File: config.mk
export PLATFORM = sky130hd
export DESIGN_NAME = fetch_unit_flat
export DESIGN_NICKNAME = d
export VERILOG_FILES = /design/src/rtl/fetch_unit_pkg.sv /design/src/rtl/fetch_unit_if.sv /design/src/rtl/fetch_unit_pcsel.sv /design/src/rtl/fetch_unit.sv /design/src/flat_wrapper.sv
export SDC_FILE = /design/constraint.sdc
export NUM_CORES = 1
export LEC_CHECK = 0
export BUFFER_PORTS_ARGS = -buffer_cell sky130_fd_sc_hd__buf_4
export CAP_MARGIN = 10
export CORE_MARGIN = 5
export CORE_UTILIZATION = 55
export CTS_BUF_LIST = sky130_fd_sc_hd__clkbuf_8
export DETAILED_ROUTE_END_ITERATION = 12
export PLACE_DENSITY = 0.8
export SYNTH_ARGS = -nofsm -noshare
export SYNTH_HDL_FRONTEND = slang
export SYNTH_SLANG_ARGS = --single-unit
File: constraint.sdc
create_clock -name clk -period 13.7 [get_ports clk]
set_clock_uncertainty 0.15 [all_clocks]
set_input_delay 0.685 -clock clk [delete_from_list [all_inputs] [get_ports clk]]
set_output_delay 0.685 -clock clk [all_outputs]
set_load 0.05 [all_outputs]
File: src/rtl/fetch_unit_pkg.sv
// fetch_unit_pkg: shared fetch-stage types and constants.
// Holds the fetch FSM encoding and the fetch->decode bundle.
package fetch_unit_pkg;

  localparam int XLEN = 64;
  localparam logic [XLEN-1:0] PC_RESET = 64'h0000_0000_8000_0000;

  typedef enum logic [1:0] {
    FETCH,
    DROP,
    HOLD
  } fetch_state_t;

  typedef struct packed {
    logic [31:0]     raw_instr;
    logic [XLEN-1:0] pc;
    logic            is_bubble;
  } fetch_data_t;

  localparam fetch_data_t BUBBLE = '{
    raw_instr: 32'h0,
    pc:        '0,
    is_bubble: 1'b1
  };

endpackage

File: src/rtl/fetch_unit_if.sv
// fetch_unit_if: instruction bus between fetch and memory.
// Single outstanding request, completed by iresp_data_ok.
interface fetch_unit_if #(
  parameter int XLEN = 64
);
  logic            ireq_valid;
  logic [XLEN-1:0] ireq_addr;
  logic            iresp_data_ok;
  logic [31:0]     iresp_data;

  modport master (
    output ireq_valid,
    output ireq_addr,
    input  iresp_data_ok,
    input  iresp_data
  );

  modport slave (
    input  ireq_valid,
    input  ireq_addr,
    output iresp_data_ok,
    output iresp_data
  );
endinterface

File: src/rtl/fetch_unit_pcsel.sv
// fetch_unit_pcsel: redirect qualification and target select.
// Execute wins over decode; nothing redirects while stalled.
module fetch_unit_pcsel #(
  parameter int XLEN = 64
) (
  input  logic            stall,
  input  logic            dec_is_jump,
  input  logic [XLEN-1:0] dec_pc,
  input  logic [XLEN-1:0] dec_offset,
  input  logic            exe_redirect,
  input  logic [XLEN-1:0] exe_target,
  output logic            redir,
  output logic [XLEN-1:0] redir_target
);

  assign redir = !stall && (exe_redirect || dec_is_jump);

  assign redir_target = exe_redirect ? exe_target
                                     : dec_pc + dec_offset;

endmodule

File: src/rtl/fetch_unit.sv
// fetch_unit: PC owner and instruction-bus master of the IF stage.
// Tracks the single outstanding request across redirects and stalls.
module fetch_unit #(
  parameter int XLEN = 64,
  parameter logic [XLEN-1:0] PC_RESET = 64'h0000_0000_8000_0000
) (
  input  logic                        clk,
  input  logic                        reset,
  fetch_unit_if.master                ibus,
  input  logic                        stall,
  input  logic                        dec_is_jump,
  input  logic [XLEN-1:0]             dec_pc,
  input  logic [XLEN-1:0]             dec_offset,
  input  logic                        exe_redirect,
  input  logic [XLEN-1:0]             exe_target,
  output fetch_unit_pkg::fetch_data_t dataF
);
  import fetch_unit_pkg::*;

  fetch_state_t    state_q, state_d;
  logic [XLEN-1:0] pc_q, pc_d;
  logic [XLEN-1:0] saved_q, saved_d;
  logic [31:0]     buf_q, buf_d;
  fetch_data_t     data_d;
  logic            redir;
  logic [XLEN-1:0] redir_target;
  logic            ok;

  fetch_unit_pcsel #(.XLEN(XLEN)) u_pcsel (
    .stall        (stall),
    .dec_is_jump  (dec_is_jump),
    .dec_pc       (dec_pc),
    .dec_offset   (dec_offset),
    .exe_redirect (exe_redirect),
    .exe_target   (exe_target),
    .redir        (redir),
    .redir_target (redir_target)
  );

  assign ok              = ibus.iresp_data_ok;
  assign ibus.ireq_valid = (state_q != HOLD);
  assign ibus.ireq_addr  = pc_q;

  // Next state, next PC and the word handed to decode.
  always_comb begin
    state_d = state_q;
    pc_d    = pc_q;
    saved_d = saved_q;
    buf_d   = buf_q;
    data_d  = dataF;
    unique case (state_q)
      FETCH: begin
        if (ok && redir) begin
          pc_d   = redir_target;
          data_d = BUBBLE;
        end else if (ok && stall) begin
          buf_d   = ibus.iresp_data;
          state_d = HOLD;
        end else if (ok) begin
          data_d = '{ibus.iresp_data, pc_q, 1'b0};
          pc_d   = pc_q + 4;
        end else if (redir) begin
          saved_d = redir_target;
          data_d  = BUBBLE;
          state_d = DROP;
        end else if (!stall) begin
          data_d = BUBBLE;
        end
      end
      DROP: begin
        if (redir) saved_d = redir_target;
        if (!stall) data_d = BUBBLE;
        if (ok) begin
          pc_d    = redir ? redir_target : saved_q;
          state_d = FETCH;
        end
      end
      HOLD: begin
        if (!stall) begin
          state_d = FETCH;
          if (redir) begin
            pc_d   = redir_target;
            data_d = BUBBLE;
          end else begin
            data_d = '{buf_q, pc_q, 1'b0};
            pc_d   = pc_q + 4;
          end
        end
      end
      default: ;
    endcase
  end

  // State, PC, buffer and decode-bundle registers.
  always_ff @(posedge clk or posedge reset) begin
    if (reset) begin
      state_q <= FETCH;
      pc_q    <= PC_RESET;
      saved_q <= '0;
      buf_q   <= '0;
      dataF   <= BUBBLE;
    end else begin
      state_q <= state_d;
      pc_q    <= pc_d;
      saved_q <= saved_d;
      buf_q   <= buf_d;
      dataF   <= data_d;
    end
  end

endmodule

File: src/flat_wrapper.sv
// flat-port wrapper written by rule: the top's interface ports become plain ports
module fetch_unit_flat import fetch_unit_pkg::*;
#(
  parameter int XLEN = 64,
  parameter logic [XLEN-1:0] PC_RESET = 64'h0000_0000_8000_0000
)
  (clk, reset, stall, dec_is_jump, dec_pc, dec_offset, exe_redirect, exe_target, dataF, ibus_ireq_valid, ibus_ireq_addr, ibus_iresp_data_ok, ibus_iresp_data);
  fetch_unit_if #(.XLEN(XLEN)) ibus_i ();
  input  logic clk;
  input  logic reset;
  input  logic stall;
  input  logic dec_is_jump;
  input  logic [XLEN-1:0] dec_pc;
  input  logic [XLEN-1:0] dec_offset;
  input  logic exe_redirect;
  input  logic [XLEN-1:0] exe_target;
  output fetch_unit_pkg::fetch_data_t dataF;
  output wire logic [$bits(ibus_i.ireq_valid)-1:0] ibus_ireq_valid;
  output wire logic [$bits(ibus_i.ireq_addr)-1:0] ibus_ireq_addr;
  input wire logic [$bits(ibus_i.iresp_data_ok)-1:0] ibus_iresp_data_ok;
  input wire logic [$bits(ibus_i.iresp_data)-1:0] ibus_iresp_data;
  assign ibus_ireq_valid = ibus_i.ireq_valid;
  assign ibus_ireq_addr = ibus_i.ireq_addr;
  assign ibus_i.iresp_data_ok = ibus_iresp_data_ok;
  assign ibus_i.iresp_data = ibus_iresp_data;
  fetch_unit #(.XLEN(XLEN), .PC_RESET(PC_RESET)) u_core (.clk(clk), .reset(reset), .ibus(ibus_i), .stall(stall), .dec_is_jump(dec_is_jump), .dec_pc(dec_pc), .dec_offset(dec_offset), .exe_redirect(exe_redirect), .exe_target(exe_target), .dataF(dataF));
endmodule
==> qor.yml <==
run_status:
  status: "complete, no violations"
final_layout:
  final_cell_mix: "buf_4, nand2_1, o21ai_0"
  final_layout_size_suffix_gt1_frac: 0.227
  design_area_mm2: 0.0223
  instances_no_fill: 2988
  fin_nets: 2811
  utilization: 0.682
  syn_to_final_growth_pct: 22.0
  diodes: 0
  final_common_cell: "buf_4"
synth:
  synth-async-reset-ratio: 1.00
  synth_area_mm2: 0.0183
  seq_area_frac_synth: 0.355
  synth_fp_nets: 2521
  avgSynthCellArea_um2: 8.23
  ys_warn_count: 0
  ys_ff_latch: 259
  synth-main-ff-cell: "dfrtp_1"
  synth_cells: 2222
  synth_edf_count: 0
  yosysUniqueCellTypes: 94
die:
  placementRows: 66
  initial_core_util: 0.559
  die_x_um: 192
  die_h_um: 192
  die_area_mm2: 0.0370
  ios: 392
  coreArea_mm2: 0.0327
placed_design:
  dp_hpwl_um: 47300
  port_buffers: 391
  routabilityCongestion: 0.961
  dp.cells: 2909
  place_area_mm2: 0.0213
power:
  intPower_mw: 2.37
  power_frac_seq: 0.305
  leakage_nw: 10.1
  power.density_mw_per_mm2: 217
  p_sw_frac: 0.511
  ir_drop_uv: 203
  power_switching_mw: 2.47
  clkPwrFrac: 0.157
  power_frac_comb: 0.538
sta:
  worstMarginPinSlew_ps: 1250
  rsz0062_at_grt: "no"
  hold_viol: 0
  setup_viol: 0
  fin_tns_setup_ps: 0
  max_clock_freq_mhz: 251
  relSlewSlack: 0.169
  period_needed_ps: 3980
  period_share: 0.290
  slew_viol_final: 0
drt:
  drcViolationCount: 0
  drt-total-wl_um: 65500
  firstDrtPassIters: 6
  vias: 19380
  wl_per_cell_um: 21.9
  antenna_left: 0
  drt_iter0_drc: 2076
  avgViaCountPerCell: 6.49
setup_path:
  critical_path.cell_chain: "buf_4 > nor2_1 > nor2_4 > buf_4 > and2_1 > nor2_4 > buf_4 > a21oi_2 > buf_4 > o311ai_0 > nor3_1 > o32ai_1"
  cp_max_fo: 85
  start_kind: "input pin"
  cpPeakStageDelay_ps: 690
  critPathRequiredTime_ps: 14010
  cpMaxStageDelayCell: "nor2_4"
  critPathMostFrequentCell: "buf_4"
  critPathCaptureType: "flip-flop"
  cp_data_arrival_time_ps: 4290
  crit_type: "in2reg"
  critical_path_buf_inv_count: 4
  crit_family: "simple AND/OR/NAND/NOR gates"
global_route:
  grt_max_degree: 109
  grt_first_pass_wirelength_um: 102000
  gr-usage-met3: 0.0857
  grt_use_met1: 0.475
  grt_use_total: 0.341
  use_met2: 0.521
  gr-total-overflow: 0
  grt-busiest-layer: "met2"
  antenna_found_initial: 1
  first_global_vias: 18653
cts:
  ctsResizeCount: 0
  cts.sinks: 259
  htree_levels: 2
  cts.clk_slew.worst_paths_ps: 60
  clk_latency_ps: 580
  cts_buffers: 43
  cts_tree: "built"
  cts_setup_buffers: 0
  clockBufferDepth: 3
  cts_hold_repair.buffers: 0
  cts_root_buf: "clkbuf_8"
worst_hold_path:
  hold_path_class: "in2async"
job:
  max-cap-violations: 0
-- worst paths after layout --
path	startpoint	slack, ps	end	cells past startpoint
max	exe_redirect	9720	u_core.ibus.ireq_addr[51]	12
min	reset	100	u_core.dataF[8]	2
max reg2reg	u_core.state_q[0]	10060	u_core.ibus.ireq_addr[59]	11
min reg2reg	u_core.saved_q[18]	330	u_core.saved_q[18]	2
max in group asynchronous	reset	10820	u_core.dataF[55]	4
min in group clk	ibus_iresp_data[12]	220	u_core.buf_q[12]	2
-- cell usage after synthesis, drive strengths merged (34+ instances only) --
| cell type | n | area [µm²] |
|---|---|---|
| clkbuf | 143 | 539 |
| xor2 | 34 | 298 |
| nand2 | 358 | 1340 |
| mux2 | 38 | 428 |
| nand3 | 50 | 263 |
| xnor2 | 50 | 438 |
| a21o | 37 | 278 |
| a22oi | 43 | 323 |
| a21oi | 182 | 915 |
| dfrtp | 257 | 6430 |
| a22o | 71 | 622 |
| nor2 | 121 | 479 |
| inv | 34 | 128 |
| ha | 68 | 851 |
| o21ai | 279 | 1400 |
| nor3 | 35 | 180 |
-- logic make-up (layout without fill, tap and decap cells) --
group / count (synthesis) / after routing / share of synthesized area
buffers and inverters: 202 / 526 / 0.0426
and+or+nand+nor: 718 / 718 / 0.185
AOI/OAI and AO/OA: 834 / 834 / 0.297
DFF: 259 / 259 / 0.355
adders and majority gates: 69 / 69 / 0.0476
xor gates and xnor gates: 84 / 84 / 0.0402
muxes: 56 / 56 / 0.0333
-- per-layer routing --
metal | part of all wire | up-vias
met5 | 0.00020 | -
met4 | 0.032 | 2
met3 | 0.12 | 151
met2 | 0.44 | 1305
met1 | 0.40 | 9172
li1 | - | 8750
-- stage by stage --
step                power, mW  worst slack (ps)  hold slack, ps
global placement         3.95              9410             302
finish                   4.84              9720             101
floorplan                3.16              5740             290
CTS                      4.79              9870             121
detailed placement       4.03              9290             308
global route             5.08              9630             166
-- worst register-to-register path: stages (launching register included) --
cell     delay, ps
dfrtp_1        400
inv_1           90
ha_1           250
nand3_2        600
nand2_1        140
buf_4          310
nor2_4         140
buf_4          550
o21ai_0        280
a21oi_1        280
o21ai_0        200
o211a_1        150
-- flip-flops by register name, summed over array words and instances, names as in the netlist --
register,count
u_core.saved_q,64
u_core.buf_q,32
u_core.ibus.ireq_addr,64
u_core.state_q,2
u_core.dataF,97
-- cell type report --
class / count / area (µm²)
Multi-Input combinational cell: 1761 / 11100
Fill cell: 2692 / 10400
Sequential cell: 259 / 6480
Timing Repair Buffer: 413 / 3100
Clock buffer: 56 / 771
Tap cell: 442 / 553
Clock inverter: 23 / 190
Inverter: 34 / 135
-- power groups by stage --
stage,clock [mW],sequential [mW],combinational (mW)
3_5_place_dp,0,1.47,2.56
4_1_cts,0.763,1.46,2.57
6_report,0.758,1.48,2.60
5_1_grt,0.800,1.51,2.77
3_3_place_gp,0,1.45,2.50
2_1_floorplan,0,2.00,1.16
(Power assumes the default switching activity.)
